==> src/rtl/ram_port_ctrl_if.sv <==
// Request/response streams between a RAM port controller and its initiator.
// master = the initiator issuing requests and consuming read data; slave = the controller.
interface ram_port_ctrl_if #(
    parameter int AW = 4,
    parameter int DW = 4
);
    logic          req_valid;
    logic          req_ready;
    logic          req_we;
    logic [AW-1:0] req_addr;
    logic [DW-1:0] req_wdata;
    logic          rsp_valid;
    logic          rsp_ready;
    logic [DW-1:0] rsp_rdata;

    modport master (
        output req_valid, req_we, req_addr, req_wdata, rsp_ready,
        input  req_ready, rsp_valid, rsp_rdata
    );

    modport slave (
        input  req_valid, req_we, req_addr, req_wdata, rsp_ready,
        output req_ready, rsp_valid, rsp_rdata
    );
endinterface

==> src/rtl/ram_port_ctrl.sv <==
// Initiator side of one synchronous RAM port: clears the array, then maps a request
// stream onto we/addr/di and returns read data through a credit-limited FWFT FIFO.
module ram_port_ctrl #(
    parameter int            AW        = 4,
    parameter int            DW        = 4,
    parameter logic [DW-1:0] INIT_VAL  = '0,
    parameter int            RSP_DEPTH = 2
) (
    input  logic              i_clk1,
    input  logic              i_rst_n,
    input  logic              i_clr_start,
    output logic              o_init_done,
    ram_port_ctrl_if.slave    io_bus,
    output logic              o_ram_we,
    output logic [AW-1:0]     o_ram_addr,
    output logic [DW-1:0]     o_ram_di,
    input  logic [DW-1:0]     i_ram_do
);
    localparam logic [0:0] ST_CLEAR = 1'b0;
    localparam logic [0:0] ST_RUN   = 1'b1;
    localparam int CW = $clog2(RSP_DEPTH + 1);
    localparam int PW = $clog2(RSP_DEPTH);
    localparam int OW = $clog2(RSP_DEPTH + 3);

    logic [0:0]    r_state;
    logic [AW-1:0] r_clr_ptr;
    logic          r_init_done;
    logic          r_ram_we;
    logic [AW-1:0] r_ram_addr;
    logic [DW-1:0] r_ram_di;
    logic [1:0]    r_rd_pipe;
    logic [CW-1:0] r_count;
    logic [PW-1:0] r_wr_ptr;
    logic [PW-1:0] r_rd_ptr;
    logic [DW-1:0] r_fifo_mem [RSP_DEPTH];
    logic [DW-1:0] r_last_rdata;

    logic [OW-1:0] w_outstanding;
    logic          w_req_ready;
    logic          w_accept;
    logic          w_push;
    logic          w_pop;
    logic          w_rsp_valid;
    logic [DW-1:0] w_head;

    // Reads in flight count against the FIFO so a granted read always has a slot.
    assign w_outstanding = OW'(r_count) + OW'(r_rd_pipe[0]) + OW'(r_rd_pipe[1]);
    assign w_req_ready   = (r_state == ST_RUN) && !i_clr_start
                           && (w_outstanding < OW'(RSP_DEPTH));
    assign w_accept      = io_bus.req_valid && w_req_ready;
    assign w_push        = r_rd_pipe[1];
    assign w_rsp_valid   = (r_count != '0);
    assign w_pop         = w_rsp_valid && io_bus.rsp_ready;
    assign w_head        = r_fifo_mem[r_rd_ptr];

    assign io_bus.req_ready = w_req_ready;
    assign io_bus.rsp_valid = w_rsp_valid;
    assign io_bus.rsp_rdata = w_rsp_valid ? w_head : r_last_rdata;
    assign o_init_done      = r_init_done;
    assign o_ram_we         = r_ram_we;
    assign o_ram_addr       = r_ram_addr;
    assign o_ram_di         = r_ram_di;

    always_ff @(posedge i_clk1 or negedge i_rst_n) begin
        if (!i_rst_n) begin
            r_state     <= ST_CLEAR;
            r_clr_ptr   <= '0;
            r_init_done <= 1'b0;
            r_ram_we    <= 1'b0;
            r_ram_addr  <= '0;
            r_ram_di    <= '0;
            r_rd_pipe   <= '0;
        end else begin
            r_rd_pipe <= {r_rd_pipe[0], w_accept && !io_bus.req_we};
            case (r_state)
                ST_CLEAR: begin
                    r_ram_we   <= 1'b1;
                    r_ram_addr <= r_clr_ptr;
                    r_ram_di   <= INIT_VAL;
                    r_clr_ptr  <= r_clr_ptr + AW'(1);
                    if (r_clr_ptr == '1) begin
                        r_state     <= ST_RUN;
                        r_init_done <= 1'b1;
                    end
                end
                default: begin
                    r_ram_we <= w_accept && io_bus.req_we;
                    if (w_accept) begin
                        r_ram_addr <= io_bus.req_addr;
                        r_ram_di   <= io_bus.req_wdata;
                    end
                    if (i_clr_start) begin
                        r_state     <= ST_CLEAR;
                        r_clr_ptr   <= '0;
                        r_init_done <= 1'b0;
                    end
                end
            endcase
        end
    end

    // FIFO bookkeeping; rsp_rdata falls back to the last popped word when empty.
    always_ff @(posedge i_clk1 or negedge i_rst_n) begin
        if (!i_rst_n) begin
            r_count      <= '0;
            r_wr_ptr     <= '0;
            r_rd_ptr     <= '0;
            r_last_rdata <= '0;
        end else begin
            r_count <= r_count + CW'(w_push) - CW'(w_pop);
            if (w_push) begin
                r_wr_ptr <= (r_wr_ptr == PW'(RSP_DEPTH - 1)) ? '0 : r_wr_ptr + PW'(1);
            end
            if (w_pop) begin
                r_rd_ptr     <= (r_rd_ptr == PW'(RSP_DEPTH - 1)) ? '0 : r_rd_ptr + PW'(1);
                r_last_rdata <= w_head;
            end
        end
    end

    generate
        for (genvar gi = 0; gi < RSP_DEPTH; gi++) begin : g_slot
            always_ff @(posedge i_clk1 or negedge i_rst_n) begin
                if (!i_rst_n) begin
                    r_fifo_mem[gi] <= '0;
                end else if (w_push && (r_wr_ptr == PW'(gi))) begin
                    r_fifo_mem[gi] <= i_ram_do;
                end
            end
        end
    endgenerate
endmodule
==> src/flat_wrapper.sv <==
// flat-port wrapper written by rule: the top's interface ports become plain ports
module ram_port_ctrl_flat 
#(
    parameter int            AW        = 4,
    parameter int            DW        = 4,
    parameter logic [DW-1:0] INIT_VAL  = '0,
    parameter int            RSP_DEPTH = 2
)
  (i_clk1, i_rst_n, i_clr_start, o_init_done, o_ram_we, o_ram_addr, o_ram_di, i_ram_do, io_bus_req_valid, io_bus_req_we, io_bus_req_addr, io_bus_req_wdata, io_bus_rsp_ready, io_bus_req_ready, io_bus_rsp_valid, io_bus_rsp_rdata);
  ram_port_ctrl_if #(.AW(AW), .DW(DW)) io_bus_i ();
  input  logic i_clk1;
  input  logic i_rst_n;
  input  logic i_clr_start;
  output logic o_init_done;
  output logic o_ram_we;
  output logic [AW-1:0] o_ram_addr;
  output logic [DW-1:0] o_ram_di;
  input  logic [DW-1:0] i_ram_do;
  input wire logic [$bits(io_bus_i.req_valid)-1:0] io_bus_req_valid;
  input wire logic [$bits(io_bus_i.req_we)-1:0] io_bus_req_we;
  input wire logic [$bits(io_bus_i.req_addr)-1:0] io_bus_req_addr;
  input wire logic [$bits(io_bus_i.req_wdata)-1:0] io_bus_req_wdata;
  input wire logic [$bits(io_bus_i.rsp_ready)-1:0] io_bus_rsp_ready;
  output wire logic [$bits(io_bus_i.req_ready)-1:0] io_bus_req_ready;
  output wire logic [$bits(io_bus_i.rsp_valid)-1:0] io_bus_rsp_valid;
  output wire logic [$bits(io_bus_i.rsp_rdata)-1:0] io_bus_rsp_rdata;
  assign io_bus_i.req_valid = io_bus_req_valid;
  assign io_bus_i.req_we = io_bus_req_we;
  assign io_bus_i.req_addr = io_bus_req_addr;
  assign io_bus_i.req_wdata = io_bus_req_wdata;
  assign io_bus_i.rsp_ready = io_bus_rsp_ready;
  assign io_bus_req_ready = io_bus_i.req_ready;
  assign io_bus_rsp_valid = io_bus_i.rsp_valid;
  assign io_bus_rsp_rdata = io_bus_i.rsp_rdata;
  ram_port_ctrl #(.AW(AW), .DW(DW), .INIT_VAL(INIT_VAL), .RSP_DEPTH(RSP_DEPTH)) u_core (.i_clk1(i_clk1), .i_rst_n(i_rst_n), .i_clr_start(i_clr_start), .o_init_done(o_init_done), .io_bus(io_bus_i), .o_ram_we(o_ram_we), .o_ram_addr(o_ram_addr), .o_ram_di(o_ram_di), .i_ram_do(i_ram_do));
endmodule
==> config.mk <==
export PLATFORM = sky130hd
export DESIGN_NAME = ram_port_ctrl_flat
export DESIGN_NICKNAME = d
export VERILOG_FILES = /design/src/rtl/ram_port_ctrl_if.sv /design/src/rtl/ram_port_ctrl.sv /design/src/flat_wrapper.sv
export SDC_FILE = /design/constraint.sdc
export NUM_CORES = 1
export LEC_CHECK = 0
export ABC_AREA = 1
export CAP_MARGIN = 15
export CELL_PAD_IN_SITES_DETAIL_PLACEMENT = 1
export CELL_PAD_IN_SITES_GLOBAL_PLACEMENT = 2
export CORE_UTILIZATION = 29
export DETAILED_ROUTE_END_ITERATION = 6
export PLACE_DENSITY_LB_ADDON = 0.1
export SLEW_MARGIN = 15
export SYNTH_ARGS = -nofsm -noshare
export SYNTH_HDL_FRONTEND = slang
export SYNTH_SLANG_ARGS = --single-unit
==> constraint.sdc <==
create_clock -name i_clk1 -period 1.9 [get_ports i_clk1]
set_clock_uncertainty 0.05 [all_clocks]
set_input_delay 0.285 -clock i_clk1 [delete_from_list [all_inputs] [get_ports i_clk1]]
set_output_delay 0.285 -clock i_clk1 [all_outputs]
set_load 0.1 [all_outputs]
* Word level (Yosys, flattened, before mapping)
Index checks and enable logic that the tools add are counted.
** Storage, ports and cells
- Register bits after elaboration :: 33
** Operators by class
- $add $sub $neg :: 7
- Order comparisons :: 2
- Equal/unequal tests :: 3
- Muxes and demuxes :: 19
- Bitwise operators :: 2
- Reduce and logical (&&, ||, !) cells :: 13
** Operators with widths (count)
- 4-bit 2-to-1 mux :: 10
- 1-bit 2-to-1 mux :: 9
- 1-bit logical AND :: 8
- 4-bit by 1-bit adder with 4-bit output, second input constant :: 1
- 4-bit == test, second input constant :: 1
- 2-bit != test, second input constant :: 2
- 2-bit nonzero test :: 2
- 2-bit by 1-bit adder with 3-bit output :: 1
- 3-bit by 1-bit adder with 3-bit output :: 1
- 3-bit by 2-bit less-than comparator with 1-bit output, second input constant :: 1
- 1-bit adder, second input constant :: 2
- 2-bit by 1-bit adder with 2-bit output :: 1
- 2-bit greater-or-equal comparator, second input constant :: 1
- 1-bit zero test :: 2
- 1-bit inverter with 2-bit output :: 1
- 2-bit AND reduction :: 1
- 2-bit by 1-bit subtractor with 2-bit output :: 1
- 1-bit inverter :: 1

* Longest topological paths before layout
Gate-level depths: netlist of run 1.
- Word-level depth :: 7
- Depth in mapped cells :: 7
- Depth with buffers taken out :: 6

* Worst setup path before layout of run 1
No wires, ideal clock.
- Path kind :: reg-to-output
- Start point :: register u_core.r_count[0]
- End point :: output io_bus_rsp_rdata[0]
- Arrival :: 3738 ps
- Path slack :: -2173 ps
- Stages on the path, launching flop included :: 4
- Path through :: dfrtp_1 -> nor2_1 -> clkinv_1 -> o21ai_0
** Between the ends
- Cells in the longest elaborated chain, start to end :: 2
** RTL lines
- start, declared :: RTL line ram_port_ctrl.sv:32 : logic [CW-1:0] r_count;
- start signal, assigned :: RTL line ram_port_ctrl.sv:110 : r_count <= r_count + CW'(w_push) - CW'(w_pop);
- 2-bit nonzero test :: RTL line ram_port_ctrl.sv:52 : assign w_rsp_valid = (r_count != '0);
- net io_bus_rsp_valid :: RTL line flat_wrapper.sv:25 : output wire logic [$bits(io_bus_i.rsp_valid)-1:0] io_bus_rsp_valid;
- 4-bit 2-to-1 mux :: RTL line ram_port_ctrl.sv:58 : assign io_bus.rsp_rdata = w_rsp_valid ? w_head : r_last_rdata;
- end, declared :: RTL line flat_wrapper.sv:26 : output wire logic [$bits(io_bus_i.rsp_rdata)-1:0] io_bus_rsp_rdata;
The timed path passes the listed nets, and every way through them passes these cells.

* Worst setup path in the final report of run 1
- Start point :: register u_core.r_count[0]
- End point :: output io_bus_req_ready
** Between the ends
- Cells in the longest elaborated chain, start to end :: 4
** RTL lines
- 2-bit by 1-bit adder with 3-bit output :: RTL line ram_port_ctrl.sv:47 : assign w_outstanding = OW'(r_count) + OW'(r_rd_pipe[0]) + OW'(r_rd_pipe[1]);
- 3-bit by 1-bit adder with 3-bit output :: RTL line ram_port_ctrl.sv:47
- 3-bit by 2-bit less-than comparator with 1-bit output :: RTL line ram_port_ctrl.sv:49 : && (w_outstanding < OW'(RSP_DEPTH));
- 1-bit logical AND :: RTL line ram_port_ctrl.sv:49
- end, declared :: RTL line flat_wrapper.sv:24 : output wire logic [$bits(io_bus_i.req_ready)-1:0] io_bus_req_ready;
Every way passes these cells.

==> reports/metrics.yaml, run 1 <==
synth_top_family_by_area: "simple AND/OR/NAND/NOR gates"
worst_pin_slew_ns: 0.476
slew_headroom_pct: 68.3
clk_latency_ns: 0.29
cp_top_family: "flip-flops"
clk_pin_slew_ns: 0.07
fillers: 597
place_congestion: 0.682
hold_viol_final: 0
diodes: 0
grt_pass1_vias: 1303
synth_area_um2: 1520
pin_count: 34
ys_seq_area_share_pct: 54.2
critPathRequiredTime_ns: 1.56
dp.final_hpwl_mm: 2.65
grt_max_degree: 34
synth_common_cells: "nand2_1, dfrtp_1, o21ai_0"
area_growth_pct: 39.2
setup_viol: 0
hold_path_depth: 0
die_area_um2: 5540
critPathKind: "flip-flop to primary output"
clock-sinks: 33
finalNetCount: 231
row_count: 26
yosys.area.top_type: "dfrtp_1"
min_to: "u_core.r_rd_pipe[1]"
critPathBufInv: 1
status: "completed"
synth_cell_types: 24
drtIter0Drc: 69
cts-root-buf: "clkbuf_8"
synth_area_leaders: "dfrtp_1, nand2_1, o21ai_0, inv_1, ha_1"
port_buffers: 33
synth_top_area_share_pct: 54.2
synthXorXnorAreaFrac_pct: 2.30
coreArea_um2: 5070
min_period_ns: 1.85
drtPass1Iterations: 4
drv_cap: 0
synth-compound-area-share_pct: 8.79
start_util_pct: 30.0
die_width_um: 74.5
fmax_ghz: 0.541
synth-edff-count: 0
yosys_warnings: 0
synth-simple-area-share_pct: 23.7
rr_worst_depth: 6
critPathLaunchType: "flip-flop"
antenna_found_initial: 0
r2r_slack_ns: 0.28
arrival_ns: 1.51
synthAdderAreaFrac_pct: 3.29
grt_overflow_total: 0
grt_pass1_wl_mm: 6.02
r2r-end: "u_core.o_ram_addr[0]"
ys_ff_latch: 33
ant_nets: 0
grt_usage_pct: 14.8
fin_crit_sh_pct: 97.3
vias_per_cell: 4.51
drt_wl_total_mm: 3.58
vias: 1262
cp_max_fo: 4
post-synth-top-count-cell: "nand2_1"
synthArstFlopShare_pct: 100
hp-start: "u_core.r_rd_pipe[0]"
hp-class: "flip-flop to flip-flop"
drc: 0
h-tree-depth: 2
drv_slew: 0
syn-mean-instance-area_um2: 8.96
syn-num-nets: 192
path_cells: "ha_1, nand2_2, and3_4, buf_12"
synthFlopType: "dfrtp_1"
syn_inst: 170
crit_path_top_delay_cell: "dfrtp_1"
max_stage_delay_ns: 0.43
drive_gt1_share_pct: 20.5
worstReg2RegStart: "u_core.r_count[0]"
clockBufferDepth: 2
crit_path_end_kind: "primary output"
wl_per_cell_um: 12.8
cts_tree: "done"
hold_ws_ns: 0.338
cts_buffers: 5
die_y_um: 74.5
synth.mux.area_fraction_pct: 0
worst max path at each step:
stage	startpoint	to	cells after the start
4_1_cts	u_core.r_count[0]	io_bus_req_ready	4
3_3_place_gp	i_clr_start	io_bus_req_ready	4
2_1_floorplan	u_core.r_count[0]	io_bus_rsp_rdata[0]	3
5_1_grt	u_core.r_count[0]	io_bus_req_ready	4
3_5_place_dp	i_clr_start	u_core.o_ram_addr[3]	6
6_report	u_core.r_count[0]	io_bus_req_ready	4
layer usage:
| layer | vias up | wire length (µm) | global-route usage [%] |
|---|---|---|---|
| met4 | 0 | 61 | 6.29 |
| met1 | 608 | 1510 | 16.7 |
| met3 | 8 | 143 | 4.07 |
| met5 | - | 0 | 0 |
| met2 | 22 | 1860 | 26.1 |
| li1 | 624 | - | - |
stage by stage:
stage,std cells,setup WS (ns),instance area [µm²],util (%),TNS (ns)
6_report,280,0.0507,2120,41.8,0
5_1_grt,280,-0.00309,2120,41.8,-0.00309
4_1_cts,279,0.0122,2100,41.4,0
3_5_place_dp,271,0.125,2010,39.7,0
3_3_place_gp,271,0.195,2010,39.7,0
2_1_floorplan,170,-0.0463,1570,-,-0.185
what timing repair did:
item,4_1_cts,5_1_grt
hold buffers,0,0
resized for setup,4,3
pin swaps,0,2
setup buffers,0,1
gates cloned,0,0
setup endpoints to repair,5,5
flip-flops by register name, indices dropped and copies added (netlist names):
name / count
u_core.r_wr_ptr: 1
u_core.r_clr_ptr: 4
u_core.r_last_rdata: 4
u_core.o_ram_di: 4
u_core.r_rd_ptr: 1
u_core.r_count: 2
u_core.r_state: 1
u_core.r_fifo_mem: 8
u_core.o_init_done: 1
u_core.r_rd_pipe: 2
u_core.o_ram_addr: 4
u_core.o_ram_we: 1
layout make-up:
| class | instances | area [µm²] | area share [%] |
|---|---|---|---|
| Tap cell | 70 | 87.6 | 4.13 |
| Clock inverter | 2 | 10.0 | 0.472 |
| Sequential cell | 33 | 826 | 39.0 |
| Multi-Input combinational cell | 112 | 643 | 30.3 |
| Inverter | 20 | 85.1 | 4.01 |
| Clock buffer | 6 | 72.6 | 3.42 |
| Timing Repair Buffer | 37 | 395 | 18.7 |
worst register-to-register path, delay by kind of cell, from the launching register on:
| kind | cells | cell delay [ns] |
|---|---|---|
| and+or+nand+nor | 5 | 0.80 |
| DFF | 1 | 0.43 |
| adders and majority gates | 1 | 0.30 |
layout by cell type (no fill, tap or decap), drive strengths merged, types with 3 or more instances in the layout:
cell and n:
nand2 54, dfrtp 33, o21ai 26, buf 20, inv 19, clkdlybuf4s50 17, nand3 9, nand4 7
clkbuf 6, nor2 5, ha 4, xnor2 3, clkinv 3
cells by family after synthesis:
kind of cell / after synthesis
adders and majority gates: 4
buffers and inverters: 25
DFF: 33
and+or+nand+nor: 78
xor gates and xnor gates: 4
AOI/OAI and AO/OA: 26
Power of run 1 is not shown: default switching activity piles up to over one toggle a cycle in this logic, so the estimate is an artifact.
==> run 2, diff against run 1 <==
- ABC_CLOCK_PERIOD_IN_PS: default -> 1900
==> results of run 2 <==
Same layout as run 1: the final DEF is identical, and so are final timing and power.
Power of run 2 is left out for the same reason.
==> run 3, diff against run 2 <==
- ABC_CLOCK_PERIOD_IN_PS: 1900 -> 1940
- PLACE_DENSITY_LB_ADDON: 0.1 -> 0.12
- clock period: 1.9 -> 1.94 ns (I/O delays scaled with it)
==> reports/metrics.yaml, run 3 (synthesis gave the netlist of run 1 again) <==
status: "completed"
clk_latency_ns: 0.29
post_cts_buffers: 0
arrival_ns: 1.55
use_met1_pct: 17.8
pin_count: 34
use_met3_pct: 5.01
ant_nets: 0
vias: 1264
mostFrequentLayoutCells: "nand2_1, dfrtp_1, inv_1"
vias_per_cell: 4.51
placed_area_um2: 2020
cts_buffers: 5
h-tree-depth: 2
critPathRequiredTime_ns: 1.60
clk_pin_slew_ns: 0.07
drv_cap: 0
drtPass1Iterations: 4
drt_wl_total_mm: 3.60
critPathLaunchType: "flip-flop"
drive_gt1_share_pct: 21.0
die_area_um2: 5540
area_growth_pct: 39.0
fin_ws_ns: 0.0500
finalNetCount: 231
cts_tree: "done"
hold_buffers: 0
place_congestion: 0.795
clock-sinks: 33
busiest_layer: "met2"
diodes: 0
fmax_ghz: 0.529
drtIter0Drc: 49
die_width_um: 74.5
drv_slew: 0
fillers: 604
clockBufferDepth: 2
min_period_ns: 1.89
worst_pin_slew_ns: 0.479
row_count: 26
hp-class: "input pin to async pin"
largest_reg_flops: 8
use_met2_pct: 24.7
final_common_cell: "nand2_1"
coreArea_um2: 5070
critPathKind: "flip-flop to primary output"
grt_max_degree: 34
pre_cts_slack_ns: 0.203
grt_pass1_wl_mm: 6.08
rsz0062_at_grt: "yes"
start_util_pct: 30.0
drc: 0
fin_util_pct: 41.7
top_register: "u_core.r_fifo_mem"
dp.cells: 272
grt_pass1_vias: 1329
crit_path_end_kind: "primary output"
fin_crit_sh_pct: 97.4
cts_resized: 3
antenna_found_initial: 0
cts-root-buf: "clkbuf_8"
die_y_um: 74.5
port_buffers: 33
grt_usage_pct: 15.0
slew_headroom_pct: 68.1
grt_overflow_total: 0
setup_viol: 0
fin_area_um2: 2120
hold_viol_final: 0
cp_max_fo: 6
wl_per_cell_um: 12.8
dp.final_hpwl_mm: 2.75
layout.cells.non_filler: 280
## run 3: cell types whose count changed in the layout (fill, tap and decap cells not counted)
cell,previous run,this run
and3_4,1,0
o21ai_0,18,17
o21ai_1,3,4
nor2_2,3,4
and3_2,0,1
nor2_4,1,0
nand2_2,1,0
dfrtp_2,0,1
dfrtp_1,33,32
nand2_4,0,1
## run 3: per-stage QoR
stage	TNS (ns)	hold slack, ns
finish	0	0.367
global placement	0	0.322
floorplan	-0.0492	-0.0546
global route	-0.0197	0.406
detailed placement	0	0.322
CTS	0	0.356
## run 3: cell type report
| cell class | count | area [µm²] | area share (%) |
|---|---|---|---|
| multi-input combinational | 112 | 639 | 30.2 |
| tap | 70 | 87.6 | 4.14 |
| timing repair buffer | 37 | 395 | 18.7 |
| sequential | 33 | 827 | 39.1 |
| inverter | 20 | 85.1 | 4.02 |
| clock buffer | 6 | 72.6 | 3.43 |
| clock inverter | 2 | 10.0 | 0.473 |
## run 3: final timing paths
path	startpoint	end	slack [ns]	cells after the start
worst max-delay path	u_core.r_count[0]	io_bus_req_ready	0.05	4
worst max register to register	u_core.r_count[0]	u_core.o_ram_di[1]	0.37	6
min in group i_clk1	u_core.r_rd_pipe[0]	u_core.r_rd_pipe[1]	0.38	0
worst min register to register	u_core.r_rd_pipe[0]	u_core.r_rd_pipe[1]	0.38	0
max in group asynchronous	i_rst_n	u_core.r_rd_ptr	1.14	2
worst min-delay path	i_rst_n	u_core.r_clr_ptr[1]	0.37	2
## run 3: routing by layer
layer	vias to the layer above	routed length, µm
met5	-	0
met4	0	63
met3	6	165
met2	30	1750
met1	610	1620
li1	618	-
## run 3: worst max-delay path: stages, from the launching register on
cell and delay [ns]:
dfrtp_1 0.42, ha_1 0.34, nand2_4 0.10, and3_2 0.22, buf_12 0.18
Power of run 3 is left out for the same reason.
